## config.mk

```make
export PLATFORM = sky130hd
export DESIGN_NAME = mode_sequencer
export DESIGN_NICKNAME = d
export VERILOG_FILES = /design/src/rtl/pocket_ctrl_pkg.sv /design/src/rtl/key_debounce.sv /design/src/rtl/mode_sequencer.sv
export SDC_FILE = /design/constraint.sdc
export NUM_CORES = 1
export LEC_CHECK = 0
export ABC_CLOCK_PERIOD_IN_PS = 2300
export CAP_MARGIN = 20
export CORE_MARGIN = 2
export CORE_UTILIZATION = 38
export CTS_BUF_LIST = sky130_fd_sc_hd__clkbuf_4 sky130_fd_sc_hd__clkbuf_8
export DETAILED_ROUTE_END_ITERATION = 6
export PLACE_DENSITY = 0.54
export SLEW_MARGIN = 40
export SYNTH_ARGS = -nofsm -noshare
export SYNTH_HDL_FRONTEND = slang
export SYNTH_HIERARCHICAL = 1
export SYNTH_SLANG_ARGS = --single-unit
```

## constraint.sdc

```tcl
create_clock -name clk -period 2.3 [get_ports clk]
set_clock_uncertainty 0.2 [all_clocks]
set_input_delay 0.23 -clock clk [delete_from_list [all_inputs] [get_ports clk]]
set_output_delay 0.23 -clock clk [all_outputs]
set_load 0.03 [all_outputs]
```

## src/rtl/pocket_ctrl_pkg.sv

```systemverilog
// Shared definitions for the front-panel mode sequencer: FSM state encoding
// and the positions of the meaningful keys inside the raw key vector.
package pocket_ctrl_pkg;

    typedef enum logic [2:0] {
        ST_IDLE,
        ST_ARM,
        ST_RUN,
        ST_DRAIN,
        ST_FAULT
    } state_t;

    localparam int KEY_ENTER = 0;
    localparam int KEY_NEXT  = 1;
    localparam int KEY_PREV  = 2;
    localparam int KEY_EXIT  = 3;

endpackage

```

## src/rtl/key_debounce.sv

```systemverilog
// Single-key conditioner: synchronises an active-low raw push-button,
// accepts a new level only after it has been stable for DB_CYCLES cycles,
// and emits a one-cycle pulse when the accepted level goes from released
// to pressed. Releasing the key never produces a pulse.
module key_debounce #(
    parameter int DB_CYCLES = 250000
) (
    input  logic clk,
    input  logic rst,
    input  logic key,
    output logic press
);

    localparam int CNT_W = (DB_CYCLES > 1) ? $clog2(DB_CYCLES) : 1;

    logic             sync_a;
    logic             sync_b;
    logic             level;
    logic [CNT_W-1:0] stable_cnt;

    // Two-flop synchroniser; idles at the released (high) level.
    always_ff @(posedge clk or negedge rst) begin
        if (!rst) begin
            sync_a <= 1'b1;
            sync_b <= 1'b1;
        end else begin
            sync_a <= key;
            sync_b <= sync_a;
        end
    end

    // Accept the new level after DB_CYCLES consecutive disagreeing samples; pulse on press.
    always_ff @(posedge clk or negedge rst) begin
        if (!rst) begin
            level      <= 1'b1;
            stable_cnt <= '0;
            press      <= 1'b0;
        end else begin
            press <= 1'b0;
            if (sync_b == level) begin
                stable_cnt <= '0;
            end else if (stable_cnt == CNT_W'(DB_CYCLES - 1)) begin
                level      <= sync_b;
                stable_cnt <= '0;
                press      <= ~sync_b;
            end else begin
                stable_cnt <= stable_cnt + 1'b1;
            end
        end
    end

endmodule

```

## src/rtl/mode_sequencer.sv

```systemverilog
// Front-panel mode controller: browses N_MODES sub-modules with wrap-around,
// launches the selected one through an active-low one-hot command and
// supervises its active-low feedback handshake, falling into FAULT when the
// module fails to acknowledge or release within ACK_TIMEOUT cycles.
module mode_sequencer
    import pocket_ctrl_pkg::*;
#(
    parameter int N_MODES     = 8,
    parameter int KEY_W       = 7,
    parameter int DB_CYCLES   = 250000,
    parameter int ACK_TIMEOUT = 1024
) (
    input  logic                       clk,
    input  logic                       rst,
    input  logic [KEY_W-1:0]           keys,
    input  logic [N_MODES-1:0]         feedback,
    output logic [N_MODES-1:0]         led,
    output logic [N_MODES-1:0]         command,
    output logic [$clog2(N_MODES)-1:0] sel,
    output logic                       fault
);

    localparam int SEL_W = $clog2(N_MODES);
    localparam int TMR_W = $clog2(ACK_TIMEOUT + 1);

    logic [KEY_W-1:0]   key_pulse;
    logic               unused_pulses;
    logic               do_exit;
    logic               do_enter;
    logic               do_next;
    logic               do_prev;

    state_t             state;
    state_t             state_d;
    logic [SEL_W-1:0]   sel_d;
    logic [TMR_W-1:0]   timer;
    logic [TMR_W-1:0]   timer_d;
    logic [N_MODES-1:0] command_d;
    logic [N_MODES-1:0] led_d;
    logic               fault_d;
    logic               timed_out;

    function automatic logic [N_MODES-1:0] onehot(input logic [SEL_W-1:0] idx);
        return N_MODES'(1) << idx;
    endfunction

    genvar k;
    generate
        for (k = 0; k < KEY_W; k++) begin : g_key
            key_debounce #(.DB_CYCLES(DB_CYCLES)) u_debounce (
                .clk   (clk),
                .rst   (rst),
                .key   (keys[k]),
                .press (key_pulse[k])
            );
        end
    endgenerate

    // Keys above EXIT carry no function; fold them into a sink.
    assign unused_pulses = ^key_pulse;

    // Resolve same-cycle presses so at most one key acts: EXIT > ENTER > NEXT > PREV.
    always_comb begin
        do_exit  = key_pulse[KEY_EXIT];
        do_enter = key_pulse[KEY_ENTER] & ~do_exit;
        do_next  = key_pulse[KEY_NEXT]  & ~do_exit & ~key_pulse[KEY_ENTER];
        do_prev  = key_pulse[KEY_PREV]  & ~do_exit & ~key_pulse[KEY_ENTER] & ~key_pulse[KEY_NEXT];
    end

    assign timed_out = (timer == TMR_W'(ACK_TIMEOUT));

    // Next-state, selection, timer and registered-output values.
    always_comb begin
        state_d   = state;
        sel_d     = sel;
        command_d = command;
        timer_d   = timed_out ? timer : timer + 1'b1;

        case (state)
            ST_IDLE: begin
                command_d = '1;
                if (feedback == '1) begin
                    if (do_enter) begin
                        command_d = ~onehot(sel);
                        state_d   = ST_ARM;
                    end else if (do_next) begin
                        sel_d = (sel == SEL_W'(N_MODES - 1)) ? '0 : sel + 1'b1;
                    end else if (do_prev) begin
                        sel_d = (sel == '0) ? SEL_W'(N_MODES - 1) : sel - 1'b1;
                    end
                end
            end
            ST_ARM: begin
                if (do_exit) begin
                    command_d = '1;
                    state_d   = ST_DRAIN;
                end else if (!feedback[sel]) begin
                    state_d = ST_RUN;
                end else if (timed_out) begin
                    command_d = '1;
                    state_d   = ST_FAULT;
                end
            end
            ST_RUN: begin
                if (do_exit) begin
                    command_d = '1;
                    state_d   = ST_DRAIN;
                end else if (feedback[sel]) begin
                    command_d = '1;
                    state_d   = ST_IDLE;
                end
            end
            ST_DRAIN: begin
                command_d = '1;
                if (feedback[sel]) begin
                    state_d = ST_IDLE;
                end else if (timed_out) begin
                    state_d = ST_FAULT;
                end
            end
            ST_FAULT: begin
                command_d = '1;
                if (do_exit) begin
                    state_d = ST_IDLE;
                end
            end
            default: begin
                command_d = '1;
                state_d   = ST_IDLE;
            end
        endcase

        if (state_d != state) begin
            timer_d = '0;
        end

        led_d   = (state_d == ST_FAULT) ? '1 : onehot(sel_d);
        fault_d = (state_d == ST_FAULT);
    end

    // State register and registered outputs.
    always_ff @(posedge clk or negedge rst) begin
        if (!rst) begin
            state   <= ST_IDLE;
            sel     <= '0;
            timer   <= '0;
            command <= '1;
            led     <= N_MODES'(1);
            fault   <= 1'b0;
        end else begin
            state   <= state_d;
            sel     <= sel_d;
            timer   <= timer_d;
            command <= command_d;
            led     <= led_d;
            fault   <= fault_d;
        end
    end

endmodule

```

### After elaboration in Yosys (flattened, before gate mapping)

Cells that the tools add are included.

* bits in registers: 122
* bits in latches: 0
* memory bits (writable): 0
* memory bits (read-only): 0
* logic and storage cells: 128
* memories kept: 0

* add/subtract/negate cells: 7
* $mul: 0
* div/mod/pow operators: 0
* magnitude comparators: 1
* equal/unequal tests: 21
* shift operators: 2
* multiplexer cells: 46
* bitwise logic cells: 18
* reductions and logical operators: 7

Operators with widths (number)
* $mux W18: 8
* $add A18 B1 Y18 const B: 4
* $eq A18 B18 Y1 const B: 4
* $mux W8: 8
* $mux W3: 16
* $pmux W8 S3: 1
* $mux W11: 2
* $shl A1 B3 Y8 const A: 2
* $pmux W3 S5: 1
* $add A11 B1 Y11 const B: 1
* $eq A11 B11 Y1 const B: 1
* $not A1 Y1: 11
* $eq A3 B3 Y1 const B: 3
* $mux W1: 9
* $ne A3 B2 Y1 const B: 3
* $eq A8 B8 Y1 const B: 1
* $not A8 Y8: 1
* $reduce_and A2 Y1: 4
* $and A1 B1 Y1: 6
* $eq A3 B2 Y1 const B: 2
* $logic_not A3 Y1: 2
* $eq A1 B1 Y1: 4
* $lt A3 B4 Y1 const B: 1
* $add A3 B1 Y3 const B: 1
* other kinds (6): 6

### Logic depth before layout (Yosys ltp)

* depth after elaboration: 11
* depth in mapped cells: 9

### Hierarchy

Netlist, hierarchy kept.

By module, submodules not included
* key_debounce: instances 4, cells an instance 100, area an instance 1059.8 um^2, seq. area each 554.3 um^2
* mode_sequencer: instances 1, cells an instance 183, area an instance 1935.6 um^2, seq. area each 862.1 um^2

### Worst setup path after synthesis

No wires, ideal clock.

* path type: reg2reg
* from: reg sel[0]
* to: reg timer[0]
* setup time: 129 ps
* arrival: 2305 ps
* data required time: 1971 ps
* setup slack: -334 ps
* stages on the path, launching flop included: 7
* path buffers: 1
* period minus slack after synthesis: 2634 ps
* cells stage by stage: dfrtp_1 -> mux4_2 -> mux2_2 -> mux2i_1 -> o41ai_1 -> buf_2 -> nor3_2

* longest elaborated chain between the ends: 7
* elaborated cells on any way between the ends: 11
* those cells by class: eq/ne (2); mux (9)

Ends and longest elaborated chain
* from (decl): RTL line mode_sequencer.sv:19 `output logic [$clog2(N_MODES)-1:0] sel,`
* from (signal assigned): RTL line mode_sequencer.sv:152 `sel <= sel_d;`
* $bmux W1 S3 *: RTL line mode_sequencer.sv:97, mode_sequencer.sv:108, mode_sequencer.sv:115
* $mux W1 (implied by the code) *: RTL line mode_sequencer.sv:97, mode_sequencer.sv:108, mode_sequencer.sv:115
* $mux W3, on equally long branches: RTL line mode_sequencer.sv:108, mode_sequencer.sv:97
* $mux W3, on equally long branches: RTL line mode_sequencer.sv:105, mode_sequencer.sv:94
* $pmux W3 S5 *: RTL line mode_sequencer.sv:79 `case (state)`
* $ne A3 B3 Y1 *: RTL line mode_sequencer.sv:133 `if (state_d != state) begin`
* $ne A2 B1 Y1 (no line) / $mux W11 (equally long branches)
* to (signal assigned): RTL line mode_sequencer.sv:153 `timer <= timer_d;`
* to (decl): RTL line mode_sequencer.sv:36 `logic [TMR_W-1:0] timer;`

Every way passes the cells marked *; elsewhere a longest branch is shown, timed or not. The select of a mux whose other input is x is not followed.
A chain may end at the register's enable or synchronous reset.

### Final worst setup path

* from: reg timer[0]
* to: reg timer[10]

* longest elaborated chain between the ends: 7
* elaborated cells on any way between the ends: 11
* those cells by class: add/sub (1); eq/ne (3); mux (7)

Ends and longest elaborated chain
* $eq A11 B11 Y1: RTL line mode_sequencer.sv:70 `assign timed_out = (timer == TMR_W'(ACK_TIMEOUT));`
* $mux W3: RTL line mode_sequencer.sv:99, mode_sequencer.sv:117
* $mux W3: RTL line mode_sequencer.sv:97 `end else if (!feedback[sel]) begin`
* $mux W3: RTL line mode_sequencer.sv:94 `if (do_exit) begin`
* $pmux W3 S5: RTL line mode_sequencer.sv:79
* $ne A3 B3 Y1: RTL line mode_sequencer.sv:133
* $ne A2 B1 Y1 (no line) / $mux W11 (equally long branches)

Several ways; a longest one is shown, not always the timed one. The select of a mux whose other input is x is not followed.

==> impl_metrics.json <==
{
  "drc": 0,
  "cts_root_buf": "clkbuf_8",
  "post-route-min-period_ps": 2430,
  "outcome": "finished, violations left",
  "port_buffers": 33,
  "cts_buffer_depth": 2,
  "path_max_fanout": 5,
  "endpoint_kind": "flip-flop",
  "finalWirelength_um": 13800,
  "tightest_slew_ps": 574,
  "cts_made_buffers": 17,
  "fillers": 1487,
  "grtUsageTotal_pct": 16.4,
  "synth.ff_latch_count": 122,
  "drive_gt1_share_pct": 28.0,
  "io_pins": 37,
  "worst-path-buf-inv": 3,
  "place_inst": 875,
  "synth_largest_area_cell": "dfrtp_1",
  "grt_max_degree": 66,
  "clock_latency_ps": 430,
  "crit_path_start_kind": "flip-flop",
  "synth_warnings": 6,
  "synth-compound-area-share_pct": 7.80,
  "syn_area_um2": 6170,
  "place_hpwl_um": 9240,
  "drtAntennaViolNets": 0,
  "async_flop_share_pct": 100,
  "yosys.area_share.simple_pct": 25.0,
  "antenna_cells": 0,
  "synthXorXnorAreaFrac_pct": 9.93,
  "clkTransAtPathRegs_ps": 70,
  "power.density_nw_per_um2": 624,
  "syn_area_per_cell_um2": 10.6,
  "drtIter0Drc": 262,
  "relSlewSlack_pct": 61.8,
  "cts_sinks": 122,
  "path_delay_family": "simple AND/OR/NAND/NOR gates",
  "vias": 4787,
  "dieArea_um2": 17300,
  "synth.top_cell.area_share_pct": 40.9,
  "gp_congestion": 0.834,
  "maxCapViolCount": 0,
  "arrival_ps": 2560,
  "syn_nets": 613,
  "synthFlopType": "dfrtp_1",
  "synth_top_family_by_area": "simple AND/OR/NAND/NOR gates",
  "power.leakage_uw": 0.00320,
  "worst_path_max_delay_cell": "or4b_4",
  "synth_cell_type_count": 51,
  "die_w_um": 131,
  "synthCells": 583,
  "die_h_um": 131,
  "pre_cts_slack_ps": -356,
  "maxSlewViolCount": 0,
  "ir_drop_mv": 0.355,
  "cts_tree": "done",
  "grt_pass1_vias": 4788,
  "worstSetupPathType": "reg2reg",
  "grt_overflow": 0,
  "worst_slack_ps": -133,
  "coreArea_um2": 15900,
  "grt_antenna_before_repair": 0,
  "min_period_over_period_pct": 106,
  "rsz0062_at_grt": "yes",
  "yosys.area_share.adder_pct": 2.63,
  "synthMuxAreaShare_pct": 2.39,
  "crit_path_max_incr_delay_ps": 470,
  "dr.pass1.iters": 5,
  "synth_area_leaders": "dfrtp_1, dfstp_2, xnor2_1",
  "hold_path.class": "reg2reg",
  "whs_ps": 158,
  "ctsHtreeMaxLevel": 4,
  "violations": "setup timing",
  "rows": 46,
  "synth_edf_count": 0,
  "fin_nets": 725,
  "vias_per_cell": 5.18,
  "instances_no_fill": 924,
  "path_cells": "inv_2, ha_4, or4b_4, or3_4, a41o_1, nor3_4, buf_6, buf_12, nor3_1",
  "start_util_pct": 38.9,
  "fmax_mhz": 411,
  "worstPathRequired_ps": 2420,
  "setup_viol": 21,
  "routedWlPerCell_um": 14.9,
  "finalHoldViolCount": 0,
  "ys_seq_area_share_pct": 49.9,
  "grt_pass1_wl_um": 23200,
  "area_growth_pct": 28.4
}
## registers in the layout, indices dropped and copies added (netlist names), 4 cells and up
name	flops
command	8
g_key.u_debounce/level	4
g_key.u_debounce/press	4
g_key.u_debounce/stable_cnt	72
g_key.u_debounce/sync_a	4
g_key.u_debounce/sync_b	4
led	8
timer	11
## worst paths after layout
path / endpoint / cells after the start / start / slack (ps)
worst min-delay path: g_key[3].u_debounce/sync_b / 0 / g_key[3].u_debounce/sync_a / 160
worst max register to register: timer[10] / 9 / timer[0] / -130
min in group asynchronous: g_key[1].u_debounce/stable_cnt[3] / 3 / rst / 190
worst min register to register: g_key[3].u_debounce/sync_b / 0 / g_key[3].u_debounce/sync_a / 160
worst max-delay path: timer[10] / 9 / timer[0] / -130
max in group asynchronous: timer[6] / 3 / rst / 840
## per-stage QoR
step	total power, µW	util, %	instance area, µm²	TNS [ps]
3_5_place_dp	3070	45.0	7150	-7470
6_report	4950	49.9	7930	-2410
3_3_place_gp	3050	45.0	7140	-9460
5_1_grt	5200	49.9	7930	-4430
4_1_cts	4980	48.9	7760	-2220
2_1_floorplan	2720	-	6190	-1100
## worst register-to-register path, delay by kind of cell (launching register included)
| family | cells | cell delay, ps |
|---|---|---|
| buffers and inverters | 3 | 330 |
| and+or+nand+nor | 4 | 1060 |
| adders and majority gates | 1 | 120 |
| DFF | 1 | 390 |
| AOI/OAI and AO/OA | 1 | 230 |
## where the power goes
part	internal (µW)	total [µW]	leakage, µW	switching [µW]
logic	380	747	0.00144	367
registers	2280	2350	0.00156	76.7
clock network	990	1850	0.000198	861
## final cells by class
class	count	area [µm²]	area share [%]
Clock buffer	19	255	3.22
Clock inverter	13	128	1.61
Inverter	18	67.6	0.852
Multi-Input combinational cell	430	3160	39.9
Sequential cell	122	3080	38.9
Tap cell	216	270	3.41
Timing Repair Buffer	106	962	12.1
## timing repair
action	CTS	global route
resized for setup	19	27
setup buffers	5	4
hold buffers	6	0
gates cloned	3	0
hold endpoints to repair	105	0
pin swaps	8	9
setup endpoints to repair	30	32
## layout by cell type, fill, tap and decap left out, types with 3 or more instances in the layout
| cell | netlist | final |
|---|---|---|
| nor4_1 | 27 | 26 |
| nand3_2 | 4 | 4 |
| a2bb2oi_2 | 0 | 8 |
| inv_2 | 4 | 6 |
| dfrtp_1 | 101 | 100 |
| xor2_1 | 23 | 23 |
| and3_1 | 5 | 5 |
| clkinv_2 | 0 | 7 |
| o41ai_4 | 4 | 4 |
| o31ai_4 | 0 | 3 |
| ha_1 | 13 | 12 |
| clkbuf_8 | 0 | 18 |
| nand4_1 | 25 | 25 |
| dfstp_2 | 21 | 21 |
| or4_1 | 4 | 4 |
| dlygate4sd3_1 | 0 | 6 |
| inv_1 | 14 | 12 |
| nor2_1 | 84 | 83 |
| o31ai_1 | 12 | 5 |
| clkdlybuf4s50_1 | 0 | 32 |
| and4_1 | 7 | 7 |
| mux2_4 | 4 | 5 |
| nor3b_1 | 6 | 6 |
| buf_6 | 1 | 5 |
| buf_4 | 4 | 59 |
| or3_1 | 5 | 4 |
| and3_2 | 4 | 4 |
| nand3_1 | 30 | 30 |
| or4_4 | 8 | 8 |
| nand2_1 | 31 | 31 |
| nor3_1 | 15 | 13 |
| o21a_1 | 3 | 3 |
| o21ai_0 | 8 | 8 |
| a21oi_1 | 13 | 13 |
| o31ai_2 | 0 | 4 |
| nand2b_1 | 6 | 6 |
| xnor2_1 | 47 | 47 |
| nor3_2 | 11 | 11 |
## cells in the mapped netlist (2+ instances only)
master,n
a211oi_1,2
nor3_2,11
inv_2,4
ha_1,13
mux2i_1,2
mux4_2,2
nand2b_1,6
buf_2,2
and3_1,5
and4_1,7
nand3_1,30
or4_1,4
or4b_4,2
clkbuf_1,6
nand2_1,31
xnor2_1,47
nor3b_1,6
o41ai_4,4
a21oi_1,13
dfrtp_1,101
buf_4,4
nor4_1,27
o21ai_0,8
or3_1,5
mux2_4,4
and3_2,4
inv_1,14
xor2_1,23
or2_2,2
nand3_2,4
mux2_2,2
dfstp_2,21
nand4_1,25
nor3_1,15
o21a_1,3
nor2_1,84
o31ai_1,12
or4_4,8
a2bb2oi_1,8
## cells by family after synthesis
kind of cell	after synthesis
AOI/OAI and AO/OA	58
xor gates and xnor gates	70
adders and majority gates	13
buffers and inverters	32
DFF	122
muxes	10
and+or+nand+nor	278
## metal layers
metal,GRT usage (%),wire length (µm)
met1,22.6,6720
met2,25.6,6480
met3,3.43,431
met4,5.74,163
met5,0,0
No activity file was read; power rests on OpenSTA's default activity.
